--- config.mk ---
export PLATFORM = sky130hd
export DESIGN_NAME = maxpool_c6
export DESIGN_NICKNAME = d
export VERILOG_FILES = /design/src/rtl/maxpool_c6.sv
export SDC_FILE = /design/constraint.sdc
export NUM_CORES = 1
export LEC_CHECK = 0
export CORE_ASPECT_RATIO = 1.75
export CORE_UTILIZATION = 60
export CTS_BUF_LIST = sky130_fd_sc_hd__clkbuf_16
export DETAILED_ROUTE_END_ITERATION = 8
export GPL_TIMING_DRIVEN = 0
export HOLD_SLACK_MARGIN = 0.1
export PLACE_DENSITY = 0.81
export SLEW_MARGIN = 20
export SYNTH_ARGS = -nofsm -noshare
export SYNTH_HDL_FRONTEND = slang
export SYNTH_SLANG_ARGS = --single-unit
--- constraint.sdc ---
create_clock -name clk -period 4.2 [get_ports clk]
set_clock_uncertainty 0.15 [all_clocks]
set_input_delay 1.26 -clock clk [delete_from_list [all_inputs] [get_ports clk]]
set_output_delay 1.26 -clock clk [all_outputs]
set_load 0.02 [all_outputs]
--- src/rtl/maxpool_c6.sv ---
// 2x2 stride-2 max pooling over a raster-order multichannel pixel stream.
// Optional macro MAXPOOL_C6_RELU_EN clamps negative input channels to zero before pooling.
module maxpool_c6 #(
  parameter int N       = 16,
  parameter int CHANNEL = 3,
  parameter int SIZE    = 6
) (
  input  logic                 clk,
  input  logic                 rst_n,
  input  logic                 ce,
  input  logic                 input_vld,
  input  logic [CHANNEL*N-1:0] input_din,
  output logic [CHANNEL*N-1:0] pool_dout,
  output logic                 pool_dout_vld,
  output logic                 pool_dout_end
);

  localparam int W    = CHANNEL * N;
  localparam int CW   = (SIZE > 2) ? $clog2(SIZE) : 1;
  localparam int HALF = SIZE / 2;
  localparam int LW   = (HALF > 1) ? $clog2(HALF) : 1;
  localparam logic [CW-1:0] LAST = CW'(SIZE - 1);

  function automatic logic [W-1:0] vmax(input logic [W-1:0] a, input logic [W-1:0] b);
    logic [W-1:0] r;
    r = '0;
    for (int unsigned c = 0; c < CHANNEL; c++) begin
      r[c*N +: N] = ($signed(a[c*N +: N]) > $signed(b[c*N +: N])) ? a[c*N +: N] : b[c*N +: N];
    end
    return r;
  endfunction

  logic [CW-1:0] col_q, col_d;
  logic [CW-1:0] row_q, row_d;
  logic [W-1:0]  h_q, h_d;
  logic [W-1:0]  lb_q [HALF];
  logic [W-1:0]  dout_q, dout_d;
  logic          vld_q, vld_d;
  logic          end_q, end_d;

  logic [W-1:0]  x;
  logic [LW-1:0] lb_idx;
  logic [W-1:0]  lb_rd;
  logic          lb_we;
  logic [W-1:0]  lb_wdata;

  always_comb begin
    x = input_din;
`ifdef MAXPOOL_C6_RELU_EN
    for (int unsigned c = 0; c < CHANNEL; c++) begin
      if (input_din[c*N + N - 1]) x[c*N +: N] = '0;
    end
`endif
  end

  // Even columns pair with the following odd column, so col/2 addresses the line buffer.
  assign lb_idx = LW'(col_q >> 1);
  assign lb_rd  = lb_q[lb_idx];

  always_comb begin
    col_d    = col_q;
    row_d    = row_q;
    h_d      = h_q;
    lb_we    = 1'b0;
    lb_wdata = vmax(h_q, x);
    dout_d   = dout_q;
    vld_d    = 1'b0;
    end_d    = 1'b0;
    if (input_vld) begin
      col_d = (col_q == LAST) ? '0 : col_q + CW'(1);
      if (col_q == LAST) row_d = (row_q == LAST) ? '0 : row_q + CW'(1);
      unique case ({row_q[0], col_q[0]})
        2'b00: h_d = x;
        2'b01: lb_we = 1'b1;
        2'b10: h_d = vmax(lb_rd, x);
        2'b11: begin
          dout_d = vmax(h_q, x);
          vld_d  = 1'b1;
          end_d  = (row_q == LAST) && (col_q == LAST);
        end
      endcase
    end
  end

  always_ff @(posedge clk or negedge rst_n) begin
    if (!rst_n) begin
      col_q  <= '0;
      row_q  <= '0;
      h_q    <= '0;
      dout_q <= '0;
      vld_q  <= 1'b0;
      end_q  <= 1'b0;
      for (int unsigned i = 0; i < HALF; i++) lb_q[i] <= '0;
    end else if (ce) begin
      col_q  <= col_d;
      row_q  <= row_d;
      h_q    <= h_d;
      dout_q <= dout_d;
      vld_q  <= vld_d;
      end_q  <= end_d;
      if (lb_we) lb_q[lb_idx] <= lb_wdata;
    end
  end

  assign pool_dout     = dout_q;
  assign pool_dout_vld = vld_q;
  assign pool_dout_end = end_q;

endmodule

* After elaboration in Yosys (flattened, before gate mapping)
Cells that the tools add are included.
Widths: inputs -> output; s select.
** Operators by class
- Reduce and logical (&&, ||, !) cells :: 9
- Bitwise operators :: 1
- $lt $le $gt $ge :: 8
- Shifts and indexed selects :: 0
- Mux-type cells :: 21
- Equal/unequal tests :: 5
- Add/sub/neg operators :: 2
- Divide/modulo/power cells :: 0
- $mul :: 0
** Operator list (count)
- $bwmux 144 :: 1
- $mux 48 :: 3
- $bmux 48 s2 :: 1
- $demux 48 s2 :: 1
- $gt 16x16->1 :: 6
- $mux 16 :: 6
- $pmux 48 s2 :: 1
- $reduce_and 3->1 :: 3
- $add 3x1->3 const B :: 2
- $eq 3x3->1 const B :: 2
- $mux 1 :: 6
- $mux 3 :: 2
- $eq 2x2->1 const B :: 2
- $reduce_and 2->1 :: 2
- $ge 3x3->1 const B :: 1
- $lt 3x1->1 const B :: 1
- $not 2->3 :: 1
- $eq 2x1->1 const B :: 1
- $logic_and 1x1->1 :: 2
- $logic_not 2->1 :: 1
- $reduce_bool 2->1 :: 1
** Word-level totals
- Memory bits (writable) :: 0
- Word-level logic and storage cells :: 55
- Output and inout bits :: 50
- Bits of input ports :: 52
- Memories :: 0
- Bits in read-only memories :: 0
- Bits in registers :: 248
- Bits in latches :: 0

* Longest topological paths before layout
- Depth in word-level cells :: 7
- Mapped depth :: 16

* Worst setup path after synthesis
No wires, ideal clock.
- Kind :: register to register
- Start :: register col_q[1]
- End :: register h_q[37]
- Path buffers :: 4
- Cell stages (with the launch flop) :: 16
- Setup slack :: 0.413 ns
- Arrival time :: 3.552 ns
- Cells stage by stage :: dfrtp_1 -> buf_2 -> buf_2 -> buf_1 -> mux2i_1 -> nor2_1 -> a21oi_1 -> inv_1 -> ha_1 -> nand4_1 -> o221ai_1 -> a211o_1 -> a211o_1 -> a311o_1 -> buf_6 -> o221ai_2
** Between the ends
- Cells in the longest elaborated chain, start to end :: 7
** Ends and longest elaborated chain
- start, declared :: line 33 : logic [CW-1:0] col_q, col_d;
- start signal, assigned :: line 95 : col_q <= col_d;
- $not 2->3 (implied by the code) (*) :: line 58 : assign lb_rd = lb_q[lb_idx];
- $bmux 48 s2 (*) :: line 58
- $mux 48 (implied by the code) (*) (2 in series) :: line 58
- $gt 16x16->1 :: line 28 : r[c*N +: N] = ($signed(a[c*N +: N]) > $signed(b[c*N +: N])) ? a[c*N +: N] : b[c*N +: N];
- $mux 16 (*) :: line 28
- $pmux 48 s2 (*) :: line 72 : unique case ({row_q[0], col_q[0]})
- end signal, assigned :: line 89 : h_q <= '0;
- end signal, assigned :: line 97 : h_q <= h_d;
- end, declared :: line 35 : logic [W-1:0] h_q, h_d;
Mark *: on every way between the ends. The rest lies on a longest branch, timed or not. The select of a mux whose other input is x is not followed.
A chain may end at the register's enable or synchronous reset.

* Worst setup path after layout
- Start :: input input_din[47]
- End :: register dout_q[42], in the netlist pool_dout[42]
** Between the ends
- Cells in the longest elaborated chain, start to end :: 2
** Ends and longest elaborated chain
- start, declared :: line 12 : input logic [CHANNEL*N-1:0] input_din,
- $gt 16x16->1 :: line 28
- $mux 16 :: line 28
- end signal, assigned :: line 98 : dout_q <= dout_d;
- end, declared :: line 37 : logic [W-1:0] dout_q, dout_d;
No other way between the ends.

==> impl_metrics.csv <==
group,metric,value,unit
pwr,intPower,0.00763,W
yosys,yosysUniqueCellTypes,60,
yosys,synth_area_leader_cell,"sky130_fd_sc_hd__dfrtp_1",
placed_design,place.port_buffers,101,
hold_path,worstHoldStart,"pool_dout_end$_DFFE_PN0P_",
yosys,post_synth_main_area_contributors,"sky130_fd_sc_hd__dfrtp_1 (45%), sky130_fd_sc_hd__ha_1 (8.6%), sky130_fd_sc_hd__nor2_1 (6.3%), sky130_fd_sc_hd__mux2i_1 (4.9%), sky130_fd_sc_hd__a31oi_1 (4.9%)",
placed_design,gp_congestion,0.920,
die,die_height,203,µm
grt,grt_start_max_net_pins,103,
timing,max_slew.worst_pin.slew,0.875,ns
yosys,postSynth.asyncResetShare,100,%
route,via_per_inst,6.37,
clocking,clk_path_buf_depth,3,
pwr,sw_frac_of_total,44.1,%
timing,relSlewSlack,41.1,%
critical_path,worstSetupStartpointType,"input port",
clocking,numCtsBuffers,23,
critical_path,worst_ep_required,4.43,ns
hold_path,holdCritPathClass,"reg2reg",
critical_path,critical_path.slowest_cell,"sky130_fd_sc_hd__clkdlybuf4s50_1",
cells_and_area,finish.net_count,1779,
cells_and_area,final_layout_size_suffix_gt1_share,6.74,%
clocking,cts_tree,"built",
pwr,share_seq_of_total_power,31.7,%
timing,slew_limit_fails,0,
cells_and_area,mostFrequentLayoutCells,"sky130_fd_sc_hd__dfrtp_1 (247), sky130_fd_sc_hd__nor2_1 (232), sky130_fd_sc_hd__nand2_1 (153), sky130_fd_sc_hd__a21oi_1 (127), sky130_fd_sc_hd__a31oi_1 (108)",
pwr,power_per_cell_area,843,nW/µm²
yosys,synth.top_cell.area_share,44.7,%
die,rows,73,
placed_design,post_dp_hpwl,29.5,mm
cells_and_area,final_common_cell,"sky130_fd_sc_hd__dfrtp_1",
clocking,numClockSinks,248,
status,outcome,"completed",
yosys,syn_nets,1651,
grt,grt_pass1_wl,64.2,mm
cells_and_area,post-route-util,71.2,%
timing,timing.fmax,243,MHz
clocking,clock_transition_at_the_register_clock_pins_on_the_worst_setup_and_hold_paths_after_cts,0.06,ns
route,dr.pass1.iters,6,
yosys,sequential_share_of_the_synthesized_area,44.7,%
critical_path,critical_path.startpoint,"input_din[47]",
placed_design,pre_cts_slack,-0.725,ns
pwr,power_frac_comb,53.1,%
grt,grt_pass1_vias,12700,
yosys,dominantRegCellSynth,"sky130_fd_sc_hd__dfrtp_1",
yosys,yosys_warn_count,0,
route,route.detailed.drc,0,
pwr,power,0.0137,W
critical_path,worstPathCellList,"clkdlybuf4s50_1 > inv_1 > ha_1 > and3_1 > o21ai_0 > a21oi_1 > nor3_2 > a21o_4 > buf_8 > a221oi_4 > buf_4 > a21oi_1",
critical_path,endpoint_class_of_the_critical_path,"register",
timing,final_period_minus_worst_setup_slack,4.12,ns
die,top_level_ports,102,
yosys,post_synth.cell_area_avg,9.25,µm²
yosys,synthesis.instances,1503,
timing,finalSetupViolations,0,
route,detail_route.iter0.violations,961,
clocking,clk-insertion-delay-late,0.54,ns
critical_path,critPathMaxFanout,10,
critical_path,worst-endpoint-arrival,4.34,ns
pwr,power.ir.vdd_worst,673,µV
critical_path,critical_path_buf_inv_count,4,
clocking,ctsRootBufferMaster,"sky130_fd_sc_hd__clkbuf_16",
die,floorplan.die_area,23800,µm²
grt,overflow,0,
cells_and_area,syn_to_final_growth,16.4,%
grt,global_route.usage.total,35.4,%
critical_path,crit_type,"in2reg",
cells_and_area,number_of_diodes,0,
timing,hold_viol_final,0,
critical_path,critical_path.top_delay_family,"compound AO/OA/AOI/OAI gates",
route,detail-route-antenna-nets,0,
timing,postLayoutSetupSlackWorst,0.0837,ns
clocking,cts-htree-levels,1,
die,start_util,61.1,%
pwr,leakage,7.23,nW
route,detail_route.wirelength,40.7,mm
route,routed-via-count,12400,
critical_path,crit_path_frequent_cell,"sky130_fd_sc_hd__a21oi_1",
cells_and_area,fillCellCount,1700,
grt,grt_antenna_before_repair,0,
yosys,synth-seq-cells,248,
timing,rsz0062_at_grt,"yes",
critical_path,rr_startpoint,"col_q[2]$_DFFE_PN0P_",
flow_run,max_cap_viol_count,0,
timing,post_route_fraction_of_the_period_consumed_by_the_critical_path,98.0,%
die,width_of_the_chip,117,µm
die,floorplan_core_area,22700,µm²
yosys,synthesis.area,13900,µm²
yosys,number_of_flops_mapped_to_enable_cells_by_yosys,0,
route,route.detailed.wl_per_inst,20.9,µm
pwr,p_clk_share,15.2,%
critical_path,max_stage_delay,0.56,ns
pwr,total_switching_power,0.00602,W
==> tightest hold or removal path, stage by stage, from the launching register on <==
cell,delay (ns)
sky130_fd_sc_hd__dfrtp_1,0.34
sky130_fd_sc_hd__nand2b_1,0.06
sky130_fd_sc_hd__o41ai_1,0.06
==> cells in the mapped netlist, types with 4 or more instances <==
master	instances
sky130_fd_sc_hd__mux2i_1	68
sky130_fd_sc_hd__nand2b_1	7
sky130_fd_sc_hd__ha_1	96
sky130_fd_sc_hd__a21o_1	17
sky130_fd_sc_hd__a221oi_1	16
sky130_fd_sc_hd__nand4_1	19
sky130_fd_sc_hd__o21a_1	6
sky130_fd_sc_hd__o21ai_0	64
sky130_fd_sc_hd__a21oi_1	130
sky130_fd_sc_hd__nor3_1	9
sky130_fd_sc_hd__a22oi_1	32
sky130_fd_sc_hd__o221ai_1	7
sky130_fd_sc_hd__buf_1	5
sky130_fd_sc_hd__and2_1	4
sky130_fd_sc_hd__a31oi_1	108
sky130_fd_sc_hd__inv_1	67
sky130_fd_sc_hd__dfrtp_1	248
sky130_fd_sc_hd__a211o_1	4
sky130_fd_sc_hd__nor2b_1	8
sky130_fd_sc_hd__a221oi_4	9
sky130_fd_sc_hd__a221oi_2	7
sky130_fd_sc_hd__nand2_1	153
sky130_fd_sc_hd__and3_1	20
sky130_fd_sc_hd__nor2_1	232
sky130_fd_sc_hd__and4_1	4
sky130_fd_sc_hd__clkbuf_1	71
sky130_fd_sc_hd__nand3_1	5
sky130_fd_sc_hd__nor4_1	5
sky130_fd_sc_hd__o21ai_1	19
sky130_fd_sc_hd__buf_2	11
sky130_fd_sc_hd__o221ai_2	10
sky130_fd_sc_hd__o211ai_1	5
==> final timing paths <==
check	end	slack, ns	depth (start not counted)
max	pool_dout[42]$_DFFE_PN0P_	0.08	12
min	pool_dout_end$_DFFE_PN0P_	0.34	2
max reg2reg	h_q[44]$_DFFE_PN0P_	0.10	14
min reg2reg	pool_dout_end$_DFFE_PN0P_	0.34	2
max in group asynchronous	pool_dout[22]$_DFFE_PN0P_	2.14	3
min in group asynchronous	pool_dout[35]$_DFFE_PN0P_	0.49	1
==> logic make-up (layout without fill, tap and decap cells) <==
logic type,after synthesis,after routing,synth area share [%]
compound gates,452,452,22.3
fa+ha+maj,96,96,8.64
buf+inv,159,303,4.61
flops,248,248,44.7
mux,69,69,4.98
simple gates,479,479,14.8
==> registers in the layout, summed over array words and instances, names as in the netlist <==
name           count
lb_q             144
row_q              3
pool_dout_vld      1
pool_dout_end      1
pool_dout         48
col_q              3
h_q               48
==> layout make-up <==
class / count / area (µm²) / share of cell area [%]
clock inverters: 18 / 138 / 0.850
inverters: 67 / 251 / 1.55
multi-input cells: 1096 / 7120 / 44.0
plain buffers: 90 / 434 / 2.68
flip-flops and latches: 248 / 6210 / 38.4
repair buffers: 105 / 1090 / 6.71
well taps: 300 / 375 / 2.32
clock buffers: 23 / 576 / 3.56
==> metrics by stage <==
stage / area [µm²] / instances / TNS, ns / hold WS [ns]
after floorplan: 13900 / 1503 / 0 / 0.322
after global placement: 15300 / 1904 / -2222.97 / 0.328
after detailed placement: 15300 / 1906 / -77.04 / 0.339
after CTS: 16100 / 1946 / 0 / 0.347
after global routing: 16200 / 1947 / -0.0137 / 0.375
final: 16200 / 1947 / 0 / 0.345
==> metal layers <==
metal,track usage [%],part of all wire (%),vias up
met1,38.7,36,5976
met4,22.6,6.2,0
li1,-,-,5668
met3,5.17,6.2,178
met5,0,0,-
met2,62.7,52,589
==> what timing repair did <==
action / in CTS / in global routing
pin swaps: 0 / 1
setup buffers: 0 / 2
setup endpoints to repair: 49 / 124
resized for setup: 19 / 25
hold buffers: 0 / 0
==> power groups by stage <==
stage	logic, W	registers (W)	clock network [W]
final	0.00724	0.00433	0.00208
after global routing	0.00797	0.00445	0.00216
after CTS	0.00709	0.00430	0.00208
after detailed placement	0.00701	0.00432	0
after global placement	0.00679	0.00427	0
after floorplan	0.00469	0.00443	0
Power figures use the tool's default switching activity.
